## config.mk

```make
export PLATFORM = sky130hd
export DESIGN_NAME = uart_tx_serializer
export DESIGN_NICKNAME = d
export VERILOG_FILES = /design/src/rtl/uart_tx_serializer.sv
export SDC_FILE = /design/constraint.sdc
export NUM_CORES = 1
export LEC_CHECK = 0
export BUFFER_PORTS_ARGS = -buffer_cell sky130_fd_sc_hd__buf_2
export CORE_ASPECT_RATIO = 1.4
export CORE_MARGIN = 2
export CORE_UTILIZATION = 51
export DETAILED_ROUTE_END_ITERATION = 6
export PLACE_DENSITY = 0.84
export SYNTH_ARGS = -nofsm -noshare
export SYNTH_HDL_FRONTEND = slang
export SYNTH_SLANG_ARGS = --single-unit
```

## constraint.sdc

```tcl
create_clock -name clk -period 1.9 [get_ports clk]
set_input_delay 0.19 -clock clk [delete_from_list [all_inputs] [get_ports clk]]
set_output_delay 0.19 -clock clk [all_outputs]
set_load 0.01 [all_outputs]
```

## src/rtl/uart_tx_serializer.sv

```systemverilog
// -----------------------------------------------------------------------------
// uart_tx_serializer
//
// Transmit engine of the UART. Pops bytes from the TX FIFO read port and
// serialises each one onto the tx line:
// start bit, 5..8 data bits (LSB first), optional parity bit, 1 or 2 stop bits.
// Bit timing comes from an internal prescaler. The frame configuration is
// captured together with the byte, so config changes mid-frame have no effect.
//
// Ports:
//   clk         in   clock
//   rst         in   synchronous reset, active-high
//   en          in   transmitter enable (a running frame always completes)
//   prescale    in   bit period minus one, in clk cycles
//   wlen        in   data bits per frame: 0=5, 1=6, 2=7, 3=8
//   parity_en   in   insert a parity bit
//   parity_odd  in   1 = odd parity, 0 = even parity
//   stop2       in   1 = two stop bits, 0 = one stop bit
//   fifo_empty  in   TX FIFO empty flag
//   fifo_rdata  in   TX FIFO head word (bits [7:0] transmitted)
//   fifo_rd     out  pop strobe, one cycle per byte
//   tx          out  serial line, registered, idles high
//   busy        out  frame in progress
//   done        out  pulse on the last cycle of the final stop bit
// -----------------------------------------------------------------------------
module uart_tx_serializer #(
    parameter int DW = 8,
    parameter int PW = 16
) (
    input  logic          clk,
    input  logic          rst,
    input  logic          en,
    input  logic [PW-1:0] prescale,
    input  logic [1:0]    wlen,
    input  logic          parity_en,
    input  logic          parity_odd,
    input  logic          stop2,
    input  logic          fifo_empty,
    input  logic [DW-1:0] fifo_rdata,
    output logic          fifo_rd,
    output logic          tx,
    output logic          busy,
    output logic          done
);

    typedef enum logic [2:0] {
        ST_IDLE   = 3'd0,
        ST_START  = 3'd1,
        ST_DATA   = 3'd2,
        ST_PARITY = 3'd3,
        ST_STOP   = 3'd4
    } state_t;

    // Parity over the low wl+5 bits of the byte, inverted for odd parity.
    function automatic logic calc_parity(input logic [7:0] d,
                                         input logic [1:0] wl,
                                         input logic       odd);
        logic [7:0] mask;
        case (wl)
            2'd0:    mask = 8'h1F;
            2'd1:    mask = 8'h3F;
            2'd2:    mask = 8'h7F;
            default: mask = 8'hFF;
        endcase
        return (^(d & mask)) ^ odd;
    endfunction

    state_t        r_state;
    logic [PW-1:0] r_cnt;
    logic [2:0]    r_bit_idx;
    logic [7:0]    r_data;
    logic [PW-1:0] r_prescale;
    logic [1:0]    r_wlen;
    logic          r_parity_en;
    logic          r_stop2;
    logic          r_parity_bit;
    logic          r_tx;

    state_t        w_state_next;
    logic [PW-1:0] w_cnt_next;
    logic [2:0]    w_idx_next;
    logic          w_bit_end;
    logic          w_last_data;
    logic          w_last_stop;
    logic          w_load;
    logic          w_done;
    logic          w_busy;
    logic          w_tx_next;

    // Equality compare keeps prescale = all-ones from wrapping the counter.
    assign w_bit_end   = (r_cnt == r_prescale);
    assign w_last_data = (r_bit_idx == (3'd4 + {1'b0, r_wlen}));
    assign w_last_stop = w_bit_end && ((!r_stop2) || (r_bit_idx == 3'd1));

    // State register, bit timing counters, frame capture and the tx flop.
    always_ff @(posedge clk) begin
        if (rst) begin
            r_state      <= ST_IDLE;
            r_cnt        <= '0;
            r_bit_idx    <= 3'd0;
            r_data       <= 8'h00;
            r_prescale   <= '0;
            r_wlen       <= 2'd0;
            r_parity_en  <= 1'b0;
            r_stop2      <= 1'b0;
            r_parity_bit <= 1'b0;
            r_tx         <= 1'b1;
        end else begin
            r_state   <= w_state_next;
            r_cnt     <= w_cnt_next;
            r_bit_idx <= w_idx_next;
            r_tx      <= w_tx_next;
            if (w_load) begin
                r_data       <= fifo_rdata[7:0];
                r_prescale   <= prescale;
                r_wlen       <= wlen;
                r_parity_en  <= parity_en;
                r_stop2      <= stop2;
                r_parity_bit <= calc_parity(fifo_rdata[7:0], wlen, parity_odd);
            end else begin
                r_data       <= r_data;
                r_prescale   <= r_prescale;
                r_wlen       <= r_wlen;
                r_parity_en  <= r_parity_en;
                r_stop2      <= r_stop2;
                r_parity_bit <= r_parity_bit;
            end
        end
    end

    // Next state, cycle counter and bit index.
    always_comb begin
        w_state_next = r_state;
        w_cnt_next   = r_cnt;
        w_idx_next   = r_bit_idx;
        case (r_state)
            ST_IDLE: begin
                w_cnt_next = '0;
                w_idx_next = 3'd0;
                if (w_load) begin
                    w_state_next = ST_START;
                end else begin
                    w_state_next = ST_IDLE;
                end
            end
            ST_START: begin
                if (w_bit_end) begin
                    w_state_next = ST_DATA;
                    w_cnt_next   = '0;
                    w_idx_next   = 3'd0;
                end else begin
                    w_cnt_next = r_cnt + PW'(1);
                end
            end
            ST_DATA: begin
                if (w_bit_end) begin
                    w_cnt_next = '0;
                    if (w_last_data) begin
                        w_state_next = r_parity_en ? ST_PARITY : ST_STOP;
                        w_idx_next   = 3'd0;
                    end else begin
                        w_idx_next = r_bit_idx + 3'd1;
                    end
                end else begin
                    w_cnt_next = r_cnt + PW'(1);
                end
            end
            ST_PARITY: begin
                if (w_bit_end) begin
                    w_state_next = ST_STOP;
                    w_cnt_next   = '0;
                    w_idx_next   = 3'd0;
                end else begin
                    w_cnt_next = r_cnt + PW'(1);
                end
            end
            ST_STOP: begin
                if (w_bit_end) begin
                    w_cnt_next = '0;
                    if (w_last_stop) begin
                        // A waiting byte starts immediately: no idle gap.
                        w_state_next = w_load ? ST_START : ST_IDLE;
                        w_idx_next   = 3'd0;
                    end else begin
                        w_idx_next = r_bit_idx + 3'd1;
                    end
                end else begin
                    w_cnt_next = r_cnt + PW'(1);
                end
            end
            default: begin
                w_state_next = ST_IDLE;
                w_cnt_next   = '0;
                w_idx_next   = 3'd0;
            end
        endcase
    end

    // Outputs: pop strobe, done pulse, busy, and the line level for next cycle.
    always_comb begin
        w_load    = 1'b0;
        w_done    = 1'b0;
        w_busy    = (r_state != ST_IDLE);
        w_tx_next = 1'b1;
        // Reset suppresses the pop so an aborted frame never consumes a byte.
        if (!rst && en && !fifo_empty &&
            ((r_state == ST_IDLE) || ((r_state == ST_STOP) && w_last_stop))) begin
            w_load = 1'b1;
        end else begin
            w_load = 1'b0;
        end
        if (!rst && (r_state == ST_STOP) && w_last_stop) begin
            w_done = 1'b1;
        end else begin
            w_done = 1'b0;
        end
        // tx is registered one cycle ahead so it lines up with r_state.
        case (w_state_next)
            ST_START:  w_tx_next = 1'b0;
            ST_DATA:   w_tx_next = r_data[w_idx_next];
            ST_PARITY: w_tx_next = r_parity_bit;
            ST_STOP:   w_tx_next = 1'b1;
            default:   w_tx_next = 1'b1;
        endcase
    end

    assign fifo_rd = w_load;
    assign done    = w_done;
    assign busy    = w_busy;
    assign tx      = r_tx;

endmodule

```

-- After elaboration in Yosys (flattened, before gate mapping)
Index checks and enable logic that the tools add are counted.
- add/subtract/negate cells: 3
- magnitude comparators: 1
- eq/ne operators: 12
- muxes and demuxes: 23
- bitwise operators: 3
- reductions and logical operators: 19
- operator list (operator ; number):
    two-way mux 3 bit ; 12
    case mux 8 bit (3 select lines) ; 1
    adder 16 x 1 -> 16 bit (second input constant) ; 1
    == test 16 bit ; 1
    two-way mux 8 bit ; 2
    case mux 3 bit (5 select lines) ; 1
    == test 3 x 2 -> 1 bit (second input constant) ; 4
    == test 3 x 1 -> 1 bit (second input constant) ; 3
    case mux 3 bit (3 select lines) ; 1
    AND 8 bit ; 1
    parity 8 bit ; 1
    logical AND 1 bit ; 7
    less-than comparator 3 x 4 -> 1 bit (second input constant) ; 1
    two-way mux 1 bit ; 4
    OR reduction 4 bit ; 1
    adder 3 x 1 -> 3 bit (second input constant) ; 1
    adder 3 x 2 -> 3 bit (first input constant) ; 1
    binary-select mux 1 bit (select 3 bit) ; 1
    == test 3 bit ; 1
    == test 3 bit (second input constant) ; 1
    zero test 1 bit ; 3
    zero test 3 bit ; 1
    case mux 1 bit (3 select lines) ; 1
    nonzero test 3 bit ; 1
    other kinds (8) ; 9
- flip-flop bits (word level): 52
- input port bits: 33

-- Logic depth before layout (Yosys ltp)
- depth in word-level cells: 13
- mapped depth: 10

-- Worst setup path before layout
No wires, ideal clock.
- path type: register to register
- start point: reg r_cnt[2]
- end point: reg r_tx (netlist: tx)
- setup time: 0.125 ns
- arrival: 1.853 ns
- setup slack: -0.078 ns
- stages on the path, launching flop included: 10
- path through: dfxtp_1 > xnor2_1 > nand4_1 > nor4_2 > buf_4 > mux2_4 > mux2i_1 > mux2i_1 > mux2i_1 > a22oi_1
- cells in the longest elaborated chain, start to end: 12
- elaborated cells on any way between the ends: 24
- classes of those cells: eq/ne: 4; mux: 16; reduce/logical: 4
- RTL lines (element ; RTL line ; text):
    from (decl) ; 69 ; logic [PW-1:0] r_cnt;
    from (signal assigned) ; 110 ; r_cnt <= w_cnt_next;
    == test 16 bit (*) ; 91 ; assign w_bit_end = (r_cnt == r_prescale);
    logical AND 1 bit ; 93 ; assign w_last_stop = w_bit_end && ((!r_stop2) || (r_bit_idx == 3'd1));
    logical AND 1 bit ; 207 ; ((r_state == ST_IDLE) || ((r_state == ST_STOP) && w_last_stop))) begin
    logical OR 1 bit ; 207 ;
    logical AND 1 bit ; 206 ; if (!rst && en && !fifo_empty &&
    two-way mux 1 bit ; 206 ;
    two-way mux 1 bit ; 140, 182 ;
    two-way mux 3 bit ; 180 ; if (w_last_stop) begin
    two-way mux 3 bit ; 178 ; if (w_bit_end) begin
    case mux 3 bit (5 select lines) ; 136 ; case (r_state)
    == test 3 x 2 -> 1 bit or == test 3 x 1 -> 1 bit (tied branches) ; 218 ; case (w_state_next)
    case mux 1 bit (3 select lines) (*) ; 218 ;
    to (signal assigned) ; 112 ; r_tx <= w_tx_next;
    to (decl) ; 77 ; logic r_tx;
Mark *: on every way between the ends. The rest lies on a longest branch, timed or not. The select of a mux whose other input is x is not followed.
A chain may end at the register's enable or synchronous reset.

-- Worst setup path in the final report
- start point: reg r_cnt[10]
- end point: out fifo_rd
- cells in the longest elaborated chain, start to end: 6
- RTL lines (element ; RTL line ; text):
    == test 16 bit ; 91 ;
    logical AND 1 bit ; 93 ;
    logical AND 1 bit ; 207 ;
    logical OR 1 bit ; 207 ;
    logical AND 1 bit ; 206 ;
    two-way mux 1 bit ; 206 ;
    to (decl) ; 40 ; output logic fifo_rd,
Every way passes these cells.

==> results.cfg <==
[run_status]
status = finished, violations left
violations = setup timing

[power]
p_sw_uw = 644
ir_drop_mv = 0.507
p_leak_nw = 1.55
combPwrFrac = 0.207
seqPwrFrac = 0.510
clkPwrFrac = 0.283
p_per_area_nw_per_um2 = 612
fin_total_pwr_mw = 2.29
swShare = 0.281
p_int_mw = 1.65

[clock_tree]
hold_buffers = 0
cts.clk_slew.worst_paths_ns = 0.09
htreeDepth = 2
cts_buffer_depth = 2
numCtsBuffers = 5
cts_tree = built
cts.sinks = 52
root_buffer = clkbuf_8
clk_latency_ns = 0.32

[timing]
finalCriticalPeriod_ns = 2.34
fmax_mhz = 427
period_share = 1.23
holdWs_ns = 0.0584
slew_violations = 0
hold_violations = 0
setup_violations = 52
skew_ns = 0.00523
tightest_slew_ns = 0.409
worst_slack_ns = -0.442
tns_ns = -12.75
rsz0062_at_grt = yes
max-slew-margin-rel = 0.724

[routing]
highest_layer = met4
ant_nets = 0
num_vias = 2596
wl_met3_um = 398
met1_length_um = 2940
dr.pass1.iters = 5
post_drt_via_cell_ratio = 5.67
routed_wl_um = 8440
wl_per_cell_um = 18.4
drcViolationCount = 0
wl_met2_um = 4460
drt_iter0_markers = 146

[synthesis]
syn_area_um2 = 2520
synth_area_leaders = dfxtp_1, xnor2_1, nand2b_1
ys_seq_area_frac = 0.413
synthArstFlopShare = 0
synth-edff-count = 0
synth_top_area_frac = 0.413
synth-main-ff-cell = dfxtp_1
synth_commonest_cells = dfxtp_1, nand2_1, nand2b_1, xnor2_1, o21ai_0
ys_types = 39
yosysWarnings = 0
yosysTopAreaCell = dfxtp_1
postSynthRegisterBits = 52
synthCells = 301
yosysMostFrequentCell = dfxtp_1
syn_area_per_cell_um2 = 8.38
synth.net_count = 337

[grt]
grt_pass1_vias = 2311
grt_use_total = 0.246
grt_overflow_total = 0
antenna_found_initial = 0
grt_max_degree = 35
grt_pass1_wl_um = 10300

[worst_setup_path]
worst_r2r_path_depth = 10
startpoint_type = flip-flop
crit_buf_inv = 4
cpMostUsedCell = buf_6
required_ns = 1.71
slowest_delay_ns = 0.35
endpoint_kind = output pin
crit_chain = xnor2_2 > nand4_1 > nor4_2 > buf_4 > buf_6 > o21ai_4 > a21oi_4 > buf_12 > buf_6
critPathKind = reg2out
crit_family = buffers and inverters
cpMaxStageDelayCell = dfxtp_2
cp.depth = 9
worstPathArrival_ns = 2.15
critPathMaxFanout = 6

[floorplanning]
pin_count = 37
dieWidth_um = 63.4
core_area_um2 = 4800
row_count = 30
dieArea_um2 = 5530
start_util = 0.525
die_h_um = 87.2

[layout]
layout-drive-gt1-share = 0.442
final_nets = 429
antenna_cells = 0
finalInstanceArea_um2 = 3750
syn2layout_area_growth_pct = 48.7

[placement]
dp_worst_setup_slack_ns = -0.309
portBuffers = 36
gp_congestion = 0.853
dpl_cell_area_um2 = 3050
post-dp-hpwl_um = 4320

[flow_run]
cap_violations = 0

[min_path]
hold_path.class = in2reg
hold_depth = 3
-- flip-flops by register name, indices dropped and copies added (netlist names) --
signal	count
r_parity_bit	1
tx	1
r_wlen	2
r_stop2	1
r_data	8
r_prescale	16
r_parity_en	1
r_cnt	16
r_bit_idx	3
r_state	3
-- metal layers --
metal  global-route usage  vias up
met5                    0        -
met1                0.249     1227
met2                0.476      130
met3               0.0492       59
li1                     -     1180
met4                0.117        0
-- worst min-delay path, stage by stage --
cell     delay [ns]
buf_2          0.08
nand2_2        0.04
o21ai_2        0.04
-- power by group through the flow --
stage / Sequential, mW / Clock [mW] / Combinational (mW)
after floorplan: 1.18 / 0 / 0.187
after global placement: 1.19 / 0 / 0.293
after detailed placement: 1.19 / 0 / 0.300
after CTS: 1.17 / 0.635 / 0.351
after global routing: 1.17 / 0.694 / 0.503
final: 1.17 / 0.649 / 0.475
-- cells in the final DEF, fill, tap and decap left out, types with 4 or more instances in the layout --
cell	netlist	layout
and3_1	6	6
buf_2	4	35
buf_4	2	38
buf_6	0	14
clkbuf_16	0	4
clkbuf_8	0	5
dfxtp_1	52	36
dfxtp_2	0	16
inv_1	8	8
mux2i_1	7	7
nand2_1	45	23
nand2_2	0	16
nand2_4	0	6
nand2b_1	28	28
nand3_1	8	8
nand4_1	5	5
nor2_1	19	18
o21ai_0	23	4
o21ai_1	12	18
o21ai_2	0	12
xnor2_1	28	21
xnor2_2	0	7
xor2_1	11	11
-- stage by stage --
| step | std cells | utilization |
|---|---|---|
| 5_1_grt | 458 | 0.780 |
| 3_3_place_gp | 426 | 0.635 |
| 4_1_cts | 441 | 0.691 |
| 2_1_floorplan | 301 | - |
| 6_report | 458 | 0.780 |
| 3_5_place_dp | 426 | 0.635 |
-- repair_timing --
action,in CTS,in global routing
gates resized for setup,19,96
pin swaps,13,26
setup buffers,5,16
setup endpoints to repair,33,53
hold endpoints to repair,0,0
gates cloned,2,4
-- cell families (layout without fill, tap and decap cells) --
| kind of cell | after synthesis | after routing | synth area share |
|---|---|---|---|
| AOI/OAI and AO/OA | 49 | 49 | 0.108 |
| xor gates and xnor gates | 39 | 39 | 0.135 |
| and+or+nand+nor | 129 | 129 | 0.259 |
| muxes | 8 | 8 | 0.0337 |
| adders and majority gates | 3 | 3 | 0.0149 |
| DFF | 52 | 52 | 0.413 |
| buffers and inverters | 21 | 114 | 0.0362 |
-- layout make-up --
type	instances	area [um^2]
fillers	311	1050
clock buffers	7	76.3
multi-input cells	228	1660
well taps	64	80.1
repair buffers	97	831
clock inverters	1	8.76
flip-flops and latches	52	1060
inverters	9	33.8
-- worst paths after layout --
kind | startpoint | endpoint | slack (ns)
hold / removal | prescale[6] | r_prescale[6] | 0.06
setup / recovery | r_cnt[10] | fifo_rd | -0.44
hold reg to reg | r_data[4] | r_data[4] | 0.48
setup reg to reg | r_cnt[10] | tx | -0.43
(Power assumes the default switching activity.)
